==> config.mk <==
export PLATFORM = sky130hd
export DESIGN_NAME = cond_eval_unit
export DESIGN_NICKNAME = d
export VERILOG_FILES = /design/src/rtl/cond_eval_unit_pkg.sv /design/src/rtl/cond_eval_unit_decode.sv /design/src/rtl/cond_eval_unit.sv
export SDC_FILE = /design/constraint.sdc
export NUM_CORES = 1
export LEC_CHECK = 0
export ABC_AREA = 1
export BUFFER_PORTS_ARGS = -buffer_cell sky130_fd_sc_hd__buf_4
export CORE_ASPECT_RATIO = 1.5
export CORE_MARGIN = 8
export CORE_UTILIZATION = 50
export CTS_CLUSTER_DIAMETER = 30
export CTS_CLUSTER_SIZE = 40
export DETAILED_ROUTE_END_ITERATION = 10
export GPL_TIMING_DRIVEN = 1
export PLACE_DENSITY = 0.79
export SETUP_SLACK_MARGIN = 0.1
export SYNTH_ARGS = -nofsm -noshare
export SYNTH_HDL_FRONTEND = slang
export SYNTH_SLANG_ARGS = --single-unit
==> constraint.sdc <==
create_clock -name clk -period 1.5 [get_ports clk]
set_input_delay 0.225 -clock clk [delete_from_list [all_inputs] [get_ports clk]]
set_output_delay 0.225 -clock clk [all_outputs]
set_load 0.01 [all_outputs]
==> src/rtl/cond_eval_unit_pkg.sv <==
// cond_eval_unit_pkg
// Shared constants for the condition-evaluation unit:
//   - 4-bit condition codes EQ..NV as presented on in_cond lanes
//   - bit positions of N, Z, C and V inside the 4-bit {N,Z,C,V} flag word
package cond_eval_unit_pkg;

  localparam logic [3:0] COND_EQ = 4'b0000;
  localparam logic [3:0] COND_NE = 4'b0001;
  localparam logic [3:0] COND_CS = 4'b0010;
  localparam logic [3:0] COND_CC = 4'b0011;
  localparam logic [3:0] COND_MI = 4'b0100;
  localparam logic [3:0] COND_PL = 4'b0101;
  localparam logic [3:0] COND_VS = 4'b0110;
  localparam logic [3:0] COND_VC = 4'b0111;
  localparam logic [3:0] COND_HI = 4'b1000;
  localparam logic [3:0] COND_LS = 4'b1001;
  localparam logic [3:0] COND_GE = 4'b1010;
  localparam logic [3:0] COND_LT = 4'b1011;
  localparam logic [3:0] COND_GT = 4'b1100;
  localparam logic [3:0] COND_LE = 4'b1101;
  localparam logic [3:0] COND_AL = 4'b1110;
  localparam logic [3:0] COND_NV = 4'b1111;

  localparam int FLAG_N = 3;
  localparam int FLAG_Z = 2;
  localparam int FLAG_C = 1;
  localparam int FLAG_V = 0;

endpackage

==> src/rtl/cond_eval_unit_decode.sv <==
// cond_decode
// Purely combinational evaluation of one condition code against a flag word.
// Ports:
//   cond  in  4  condition code (EQ..NV)
//   flags in  4  flag word {N,Z,C,V}
//   pass  out 1  1 when the condition holds
module cond_decode
  import cond_eval_unit_pkg::*;
(
  input  logic [3:0] cond,
  input  logic [3:0] flags,
  output logic       pass
);

  logic n;
  logic z;
  logic c;
  logic v;

  assign n = flags[FLAG_N];
  assign z = flags[FLAG_Z];
  assign c = flags[FLAG_C];
  assign v = flags[FLAG_V];

  // Condition table lookup
  always_comb begin
    pass = 1'b0;
    case (cond)
      COND_EQ: pass = z;
      COND_NE: pass = ~z;
      COND_CS: pass = c;
      COND_CC: pass = ~c;
      COND_MI: pass = n;
      COND_PL: pass = ~n;
      COND_VS: pass = v;
      COND_VC: pass = ~v;
      COND_HI: pass = c & ~z;
      COND_LS: pass = ~c | z;
      COND_GE: pass = (n == v);
      COND_LT: pass = (n != v);
      COND_GT: pass = ~z & (n == v);
      COND_LE: pass = z | (n != v);
      COND_AL: pass = 1'b1;
      COND_NV: pass = 1'b0;
      default: pass = 1'b0;
    endcase
  end

endmodule

==> src/rtl/cond_eval_unit.sv <==
// cond_eval_unit
// Holds the NZCV flag register and a count of in-flight flag-setting
// instructions, and evaluates LANES condition codes per cycle against the
// flags as they will be after this edge (same-cycle writes are bypassed).
// Requests that depend on flags stall (in_ready=0) while a flag writer is
// still outstanding; AL/NV never depend on flags and never stall.
// Ports:
//   clk, rst                 clock, synchronous active-high reset
//   pend_inc                 flag-setting instruction issued
//   flag_wr_en/mask/data     flag write-back, retires one pending writer
//   in_valid, in_cond        per-lane requests (cond i in bits [4i+3:4i])
//   in_ready                 common ready (combinational)
//   out_valid, out_pass      registered per-lane results, 1-cycle latency
//   status_out               current NZCV register
//   pend_full                pending count at its maximum
module cond_eval_unit
  import cond_eval_unit_pkg::*;
#(
  parameter int LANES  = 2,
  parameter int PEND_W = 2
) (
  input  logic               clk,
  input  logic               rst,
  input  logic               pend_inc,
  input  logic               flag_wr_en,
  input  logic [3:0]         flag_wr_mask,
  input  logic [3:0]         flag_wr_data,
  input  logic [LANES-1:0]   in_valid,
  input  logic [4*LANES-1:0] in_cond,
  output logic               in_ready,
  output logic [LANES-1:0]   out_valid,
  output logic [LANES-1:0]   out_pass,
  output logic [3:0]         status_out,
  output logic               pend_full
);

  localparam logic [PEND_W-1:0] PMAX = {PEND_W{1'b1}};
  localparam logic [PEND_W-1:0] ONE  = {{(PEND_W-1){1'b0}}, 1'b1};

  logic [3:0]        nzcv;
  logic [3:0]        eff;
  logic [PEND_W-1:0] cnt;
  logic [PEND_W-1:0] cnt_next;
  logic [PEND_W-1:0] cnt_eff;
  logic [LANES-1:0]  lane_pass;
  logic [LANES-1:0]  lane_hazard;

  assign status_out = nzcv;
  assign pend_full  = (cnt == PMAX);

  // Flags as they will be after this edge; lanes evaluate against these
  assign eff = flag_wr_en ? ((nzcv & ~flag_wr_mask) | (flag_wr_data & flag_wr_mask)) : nzcv;

  for (genvar i = 0; i < LANES; i++) begin : g_lane
    cond_decode u_decode (
      .cond  (in_cond[4*i +: 4]),
      .flags (eff),
      .pass  (lane_pass[i])
    );
    // AL and NV ignore the flags, so an outstanding writer cannot affect them
    assign lane_hazard[i] = in_valid[i]
                          && (in_cond[4*i +: 4] != COND_AL)
                          && (in_cond[4*i +: 4] != COND_NV);
  end

  // Pending count seen by this cycle's requests: a write-back now retires one
  always_comb begin
    cnt_eff = cnt;
    if (flag_wr_en && (cnt != '0)) begin
      cnt_eff = cnt - ONE;
    end else begin
      cnt_eff = cnt;
    end
  end

  assign in_ready = ~((cnt_eff != '0) && (|lane_hazard));

  // Pending counter update with saturation at both ends
  always_comb begin
    cnt_next = cnt;
    case ({pend_inc, flag_wr_en})
      2'b10: begin
        if (cnt != PMAX) begin
          cnt_next = cnt + ONE;
        end else begin
          cnt_next = cnt;
        end
      end
      2'b01: begin
        if (cnt != '0) begin
          cnt_next = cnt - ONE;
        end else begin
          cnt_next = cnt;
        end
      end
      default: cnt_next = cnt;
    endcase
  end

  // Flag register, pending counter and registered lane results
  always_ff @(posedge clk) begin
    if (rst) begin
      nzcv      <= 4'b0000;
      cnt       <= '0;
      out_valid <= '0;
      out_pass  <= '0;
    end else begin
      nzcv <= eff;
      cnt  <= cnt_next;
      if (in_ready) begin
        out_valid <= in_valid;
        out_pass  <= in_valid & lane_pass;
      end else begin
        out_valid <= '0;
        out_pass  <= '0;
      end
    end
  end

endmodule
==> impl_metrics.py, run 1 <==
metrics = {
    "outcome": {
        "status": "finished clean",
    },
    "clocking": {
        "clockRootBuffer": "clkbuf_4",
        "cts_tree": "done",
        "cts_sinks": 10,
        "clockBufferDepth": 2,
        "htree_num_levels": 1,
        "clk_latency_ps": 260,
        "cts_buffers": 3,
        "clk_pin_slew_ps": 60,
    },
    "floorplan": {
        "coreArea_sq_um": 1830,
        "ioPinCount": 32,
        "row_count": 19,
        "start_util": 0.532,
        "die_y_um": 70.1,
        "fp.dieW_um": 52.1,
        "die_area_sq_um": 3650,
    },
    "worst_setup_path": {
        "arrival_ps": 1260,
        "critPathCaptureType": "primary output",
        "worstPathMaxFanout": 2,
        "required_ps": 1270,
        "critPathKind": "flip-flop to primary output",
        "crit_path_start_kind": "flip-flop",
    },
    "pwr": {
        "power.total_w": 0.000930,
        "power_density_nw_per_um2": 693,
        "p_leak_nw": 0.710,
        "ir_drop_v": 0.000444,
    },
    "run": {
        "drv_cap": 0,
    },
    "logic_synthesis": {
        "seq_area_frac_synth": 0.205,
        "synth_edf_count": 0,
        "synth_top_cells_by_count": "50 x nand2_1, 44 x nor2_1, 26 x inv_1, 10 x dfxtp_1, 9 x nand3_1",
        "synthDistinctLibCells": 23,
        "synthCells": 177,
        "async_flop_share": 0,
        "ys_ff_latch": 10,
        "ys.flop_type": "dfxtp_1",
        "synth_top_area_frac": 0.205,
        "syn_nets": 201,
        "synth.avg_cell_area_sq_um": 5.51,
        "yosysTopAreaCell": "dfxtp_1",
        "synth_area_leaders": "dfxtp_1 21%, nand2_1 19%, nor2_1 17%",
        "yosysWarnings": 0,
        "yosysMostFrequentCell": "nand2_1",
        "synth_area_sq_um": 975,
    },
    "placed_design": {
        "io_buffers": 31,
        "place_hpwl_um": 2180,
        "place_inst": 229,
        "gp_congestion": 0.895,
    },
    "detailed_routing": {
        "wl_per_cell_um": 11.9,
        "wirelength_um": 2810,
        "drtAntennaViolNets": 0,
        "detail_route.vias_per_cell": 5.03,
        "vias": 1191,
        "firstDrtPassIters": 6,
        "drc": 0,
        "drt_iter0_markers": 39,
    },
    "global_route": {
        "grt_usage": 0.163,
        "grt_pass1_wl_um": 4900,
        "grt_pass1_vias": 1202,
        "grt-ovfl-total": 0,
        "grt_max_degree": 10,
        "antenna_found_initial": 0,
    },
    "timing": {
        "fmax_mhz": 672,
        "tightest_slew_ps": 315,
        "setup_viol": 0,
        "post-route-min-period_ps": 1490,
        "hold_viol": 0,
        "fin_worst_skew_ps": 0.571,
        "period_share": 0.992,
        "grt_setup_unrepaired": "true",
        "relSlewSlack": 0.789,
        "final_max_slew_viol_count": 0,
        "setup_tns_ps": 0,
    },
    "final_layout": {
        "utilization": 0.733,
        "antenna_cells": 0,
        "fin_nets": 241,
        "areaGrowthSynthToFinish_pct": 37.6,
        "final_cell_count_no_fill": 237,
        "drive_gt1_frac": 0.287,
    },
    "min_path": {
        "hold_class": "primary input to flip-flop",
    },
}
## final timing paths
| kind | startpoint | endpoint | slack (ps) | depth (start not counted) |
|---|---|---|---|---|
| max | cnt[1] | in_ready | 10 | 6 |
| max reg2reg | cnt[1] | out_pass[0] | 210 | 8 |
| min | rst | status_out[3] | 160 | 2 |
| min reg2reg | cnt[0] | cnt[0] | 580 | 2 |
## stage by stage
stage / instance area (sq um) / worst slack, ps / hold WS (ps)
detailed placement: 1230 / 43.0 / 444
finish: 1340 / 12.0 / 165
global route: 1340 / -56.0 / 159
global placement: 1230 / 90.9 / 441
CTS: 1320 / -16.4 / 163
floorplan: 975 / 156 / 297
## critical path, stage by stage (launching register included)
cell and delay (ps):
dfxtp_4 350, inv_2 40, ha_4 160, nor2_4 120
nand3_2 100, o311ai_4 80, buf_6 150
## cells in the final DEF, fill, tap and decap left out, drive strengths merged
master	count
a211oi	1
a21o	1
a21oi	3
buf	36
clkbuf	4
dfxtp	10
ha	2
inv	30
nand2	54
nand3	10
nand3b	1
nand4	4
nor2	44
o21ai	12
o22ai	1
o311ai	1
or2	1
xor2	1
## flip-flops by register name, indices dropped and copies added, names as in the netlist
| register | cells |
|---|---|
| cnt | 2 |
| status_out | 4 |
| out_valid | 2 |
| out_pass | 2 |
## where the power goes
| part | switching, W | leakage (nW) | internal, W |
|---|---|---|---|
| clock | 0.0000927 | 0.0210 | 0.000147 |
| combinational | 0.000213 | 0.605 | 0.000177 |
| sequential | 0.0000115 | 0.0837 | 0.000288 |
| total | 0.000317 | 0.710 | 0.000613 |
## kinds of logic after synthesis
group,synth area share
adder cells (fa/ha/maj),0.0257
AND/OR/NAND/NOR,0.492
AO/OA/AOI/OAI,0.141
XOR/XNOR,0.00899
flip-flops,0.205
buffers and inverters,0.127
## timing repair
| action | in CTS | in global routing |
|---|---|---|
| setup endpoints to repair | 1 | 3 |
| buffers inserted | 2 | 2 |
| pin swaps | 2 | 3 |
| cloned | 0 | 0 |
| hold buffers | 0 | 0 |
| resized for setup | 10 | 3 |
## cell type report
cell class / instances / area [sq um]
multi-input combinational: 136 / 686
tap: 21 / 26.3
fill: 169 / 489
inverter: 30 / 113
timing repair buffer: 36 / 274
sequential: 10 / 206
clock buffer: 4 / 36.3
## metal layers
layer | up-vias | part of all wire | wire length [um] | GRT usage
met5 | - | 0 | 0 | 0
met2 | 29 | 0.53 | 1500 | 0.288
met1 | 530 | 0.39 | 1100 | 0.164
met4 | 0 | 0.016 | 44 | 0.0861
met3 | 4 | 0.060 | 168 | 0.0403
li1 | 628 | - | - | -
Note: power is estimated with default switching activity, not from simulation.
==> run 2: changes to the inputs <==
--- a/config.mk
+++ b/config.mk
@@ -9,12 +9,11 @@
 export BUFFER_PORTS_ARGS = -buffer_cell sky130_fd_sc_hd__buf_4
 export CORE_ASPECT_RATIO = 1.5
 export CORE_MARGIN = 8
-export CORE_UTILIZATION = 50
+export CORE_UTILIZATION = 25
 export CTS_CLUSTER_DIAMETER = 30
 export CTS_CLUSTER_SIZE = 40
 export DETAILED_ROUTE_END_ITERATION = 10
 export GPL_TIMING_DRIVEN = 1
-export PLACE_DENSITY = 0.79
 export SETUP_SLACK_MARGIN = 0.1
 export SYNTH_ARGS = -nofsm -noshare
 export SYNTH_HDL_FRONTEND = slang
==> impl_metrics.py, run 2 (synthesis gave the netlist of run 1 again) <==
metrics = {
    "clocking": {
        "htree_num_levels": 1,
        "cts_tree": "done",
        "clockBufferDepth": 2,
        "clk_latency_ps": 230,
        "cts_buffers": 3,
        "clockRootBuffer": "clkbuf_8",
        "cts_sinks": 10,
        "clk_pin_slew_ps": 50,
    },
    "detailed_routing": {
        "drc": 0,
        "vias": 1171,
        "drtAntennaViolNets": 0,
        "detail_route.vias_per_cell": 4.50,
        "wl_per_cell_um": 10.8,
        "wirelength_um": 2810,
        "firstDrtPassIters": 4,
        "drt_iter0_markers": 39,
    },
    "final_layout": {
        "mostFrequentLayoutCells": "49 x nand2_1, 43 x nor2_1, 35 x buf_4",
        "final_area_sq_um": 1380,
        "largest_register_ffs": 4,
        "utilization": 0.358,
        "antenna_cells": 0,
        "fin_nets": 241,
        "final_common_cell": "nand2_1",
        "areaGrowthSynthToFinish_pct": 41.6,
        "fillers": 454,
        "drive_gt1_frac": 0.284,
    },
    "worst_setup_path": {
        "reg2regPathDepth": 8,
        "cp-startpoint": "cnt[0]",
        "critPathCaptureType": "primary output",
        "reg2reg_from": "cnt[0]",
        "setup.worst_path.end": "in_ready",
        "ff2ff_setup_slack_ps": 200,
        "worstPathMaxFanout": 2,
        "critPathKind": "flip-flop to primary output",
        "required_ps": 1270,
        "crit_path_start_kind": "flip-flop",
        "arrival_ps": 1210,
        "r2r_end": "out_pass[0]",
    },
    "min_path": {
        "hold_depth": 2,
        "hold_class": "primary input to flip-flop",
    },
    "pwr": {
        "p_leak_nw": 0.712,
        "power_density_nw_per_um2": 695,
        "ir_drop_v": 0.000389,
    },
    "floorplan": {
        "coreArea_sq_um": 3850,
        "die_y_um": 92.5,
        "row_count": 28,
        "start_util": 0.253,
        "ioPinCount": 32,
        "fp.dieW_um": 67.0,
        "die_area_sq_um": 6190,
    },
    "timing": {
        "fin_worst_skew_ps": 2.61,
        "post-route-min-period_ps": 1440,
        "whs_ps": 206,
        "hold_viol": 0,
        "setup_viol": 0,
        "period_share": 0.959,
        "relSlewSlack": 0.790,
        "final_max_slew_viol_count": 0,
        "tightest_slew_ps": 314,
        "timing.final.ws_setup_ps": 62.0,
        "fmax_mhz": 695,
        "grt_setup_unrepaired": "true",
    },
    "global_route": {
        "grt-ovfl-total": 0,
        "grt_pass1_wl_um": 4790,
        "antenna_found_initial": 0,
        "grt_usage": 0.0961,
        "grt_max_degree": 10,
        "grt_pass1_vias": 1166,
    },
    "placed_design": {
        "io_buffers": 31,
        "dpl-instance-area_sq_um": 1270,
        "place_ws_ps": 122,
        "place_hpwl_um": 2390,
        "gp_congestion": 0.805,
    },
    "run": {
        "drv_cap": 0,
    },
    "outcome": {
        "status": "finished clean",
    },
}
[run 2: worst max-delay path: stages (launching register included)]
cell	delay (ps)
dfxtp_2	330
inv_2	50
ha_4	160
nor2_4	110
nand3_2	100
o311ai_4	80
buf_6	150
[run 2: stage by stage]
step	std cells	setup TNS (ps)	total power (W)
after floorplan	177	0	0.000501
after global placement	254	0	0.000636
after detailed placement	254	0	0.000637
after CTS	258	0	0.000948
after global routing	260	-17.2	0.00103
final	260	0	0.000959
[run 2: worst min-delay path by stage]
stage	startpoint	end	slack, ps
2_1_floorplan	rst	status_out[0]	300
3_3_place_gp	rst	status_out[0]	450
3_5_place_dp	rst	status_out[1]	460
4_1_cts	rst	cnt[1]	210
5_1_grt	rst	status_out[0]	210
6_report	rst	cnt[1]	210
[run 2: per-layer routing]
metal / wire length (um) / GRT usage / part of all wire
met3: 159 / 0.0206 / 0.057
met2: 1580 / 0.189 / 0.56
met1: 924 / 0.0767 / 0.33
met4: 137 / 0.0701 / 0.049
met5: 0 / 0 / 0
[run 2: power by group]
part / switching (W) / internal [W] / leakage [nW]
registers: 0.0000107 / 0.000289 / 0.0831
clock network: 0.0000964 / 0.000175 / 0.0216
logic: 0.000209 / 0.000178 / 0.607
total: 0.000316 / 0.000643 / 0.712
[run 2: final cells by class]
cell class                      instances  area, sq um  area share
Clock buffer                            3         41.3      0.0299
Multi-Input combinational cell        136          693       0.502
Inverter                               30          113      0.0816
Sequential cell                        10          203       0.147
Timing Repair Buffer                   36          274       0.199
Tap cell                               45         56.3      0.0408
[run 2: repair_timing]
item,4_1_cts,5_1_grt
endpoints found under the setup margin,1,3
gates resized for setup,10,3
hold buffers,0,0
pin swaps,2,2
buffers inserted,1,2
==> run 3: changes to the inputs <==
==> constraint.sdc (replaced) <==
create_clock -name clk -period 1.2 [get_ports clk]
set_input_delay 0.18 -clock clk [delete_from_list [all_inputs] [get_ports clk]]
set_output_delay 0.18 -clock clk [all_outputs]
set_load 0.01 [all_outputs]
==> impl_metrics.py, run 3 (synthesis gave the netlist of run 1 again) <==
metrics = {
    "global_route": {
        "grt_max_degree": 9,
        "antenna_found_initial": 0,
        "grt_pass1_vias": 1187,
        "grt_pass1_wl_um": 4880,
        "grt-ovfl-total": 0,
        "grt_usage": 0.0986,
    },
    "placed_design": {
        "place_hpwl_um": 2540,
        "place_inst": 266,
        "io_buffers": 31,
        "gp_congestion": 0.829,
    },
    "worst_setup_path": {
        "required_ps": 1020,
        "crit_path_start_kind": "flip-flop",
        "critPathKind": "flip-flop to primary output",
        "arrival_ps": 1220,
        "worstPathMaxFanout": 2,
        "critPathCaptureType": "primary output",
    },
    "timing": {
        "tightest_slew_ps": 301,
        "post-route-min-period_ps": 1400,
        "timing.final.ws_setup_ps": -204,
        "relSlewSlack": 0.799,
        "final_max_slew_viol_count": 0,
        "grt_setup_unrepaired": "true",
        "hold_viol": 0,
        "fmax_mhz": 712,
        "period_share": 1.17,
        "setup_viol": 6,
        "fin_worst_skew_ps": 2.21,
    },
    "floorplan": {
        "coreArea_sq_um": 3850,
        "ioPinCount": 32,
        "start_util": 0.253,
        "die_y_um": 92.5,
        "fp.dieW_um": 67.0,
        "row_count": 28,
        "die_area_sq_um": 6190,
    },
    "clocking": {
        "cts_buffers": 3,
        "postCtsHoldBufs": 0,
        "clockBufferDepth": 2,
        "cts_tree": "done",
        "htree_num_levels": 1,
        "clockRootBuffer": "clkbuf_8",
        "clk_pin_slew_ps": 50,
        "cts_sinks": 10,
        "clk_latency_ps": 230,
    },
    "outcome": {
        "violations": "setup timing",
        "status": "finished, violations left",
    },
    "detailed_routing": {
        "vias": 1234,
        "drc": 0,
        "firstDrtPassIters": 4,
        "detail_route.vias_per_cell": 4.50,
        "drt_iter0_markers": 30,
        "wirelength_um": 3000,
        "drtAntennaViolNets": 0,
        "wl_per_cell_um": 11.0,
    },
    "final_layout": {
        "largest_register_ffs": 4,
        "final_cell_count_no_fill": 274,
        "utilization": 0.402,
        "fin_nets": 254,
        "mostFrequentLayoutCells": "45 x nand2_1, 45 x buf_4, 41 x nor2_1",
        "regArea_sq_um": 206,
        "multi_input_area_sq_um": 737,
        "drive_gt1_frac": 0.371,
        "areaGrowthSynthToFinish_pct": 59.1,
        "fillers": 447,
        "antenna_cells": 0,
    },
    "run": {
        "drv_cap": 0,
    },
    "pwr": {
        "p_leak_nw": 0.787,
        "ir_drop_v": 0.000489,
        "power.total_w": 0.00135,
        "power_density_nw_per_um2": 874,
    },
    "min_path": {
        "hold_class": "primary input to flip-flop",
    },
}
-- run 3: cell count changes in the layout (fill, tap and decap cells not counted), moves of 2 or more --
cell	previous run	this run
buf_4	35	45
nand2_2	4	7
nand2_1	49	45
nor2_1	43	41
nor2_2	0	2
buf_6	1	4
-- run 3: cell type report --
| cell class | count | share of cell area |
|---|---|---|
| Multi-Input combinational cell | 136 | 0.475 |
| Timing Repair Buffer | 49 | 0.247 |
| Sequential cell | 10 | 0.133 |
| Inverter | 30 | 0.0726 |
| Tap cell | 45 | 0.0363 |
| Clock buffer | 4 | 0.0355 |
-- run 3: metal layers --
| layer | routed length (um) | vias to the layer above | part of all wire | global-route usage |
|---|---|---|---|---|
| met5 | 0 | - | 0 | 0 |
| met4 | 50 | 0 | 0.017 | 0.0473 |
| met3 | 133 | 4 | 0.044 | 0.00846 |
| met2 | 1800 | 23 | 0.60 | 0.203 |
| met1 | 1010 | 557 | 0.34 | 0.0882 |
| li1 | - | 650 | - | - |
-- run 3: through the flow --
stage	hold slack, ps	setup TNS, ps	area [sq um]	setup WS, ps
floorplan	251	-32.6	1010	-18.9
global placement	402	-301	1400	-110
detailed placement	402	-284	1400	-110
CTS	152	-416	1490	-239
global route	150	-1040	1550	-277
finish	149	-567	1550	-204
-- run 3: worst paths after layout --
check / from / endpoint / slack [ps] / cells past startpoint
worst min-delay path: rst / status_out[0] / 150 / 2
worst max register to register: cnt[0] / out_pass[1] / -140 / 9
worst max-delay path: cnt[0] / in_ready / -200 / 6
worst min register to register: status_out[0] / status_out[0] / 580 / 4
-- run 3: where the power goes --
group / total (W) / internal [W] / switching, W
clock: 0.000417 / 0.000288 / 0.000129
sequential: 0.000375 / 0.000362 / 0.0000139
combinational: 0.000562 / 0.000273 / 0.000289
total: 0.00135 / 0.000923 / 0.000432
-- run 3: timing repair --
| action | in CTS | in global routing |
|---|---|---|
| buffers inserted | 1 | 3 |
| pin swaps | 5 | 9 |
| gates resized for setup | 7 | 13 |
| endpoints found under the setup margin | 8 | 8 |
-- run 3: worst max-delay path: stages, from the launching register on --
cell and delay (ps):
dfxtp_4 340, inv_2 40, ha_4 150, nor2_4 120
nand3_2 100, o311ai_4 80, buf_4 170
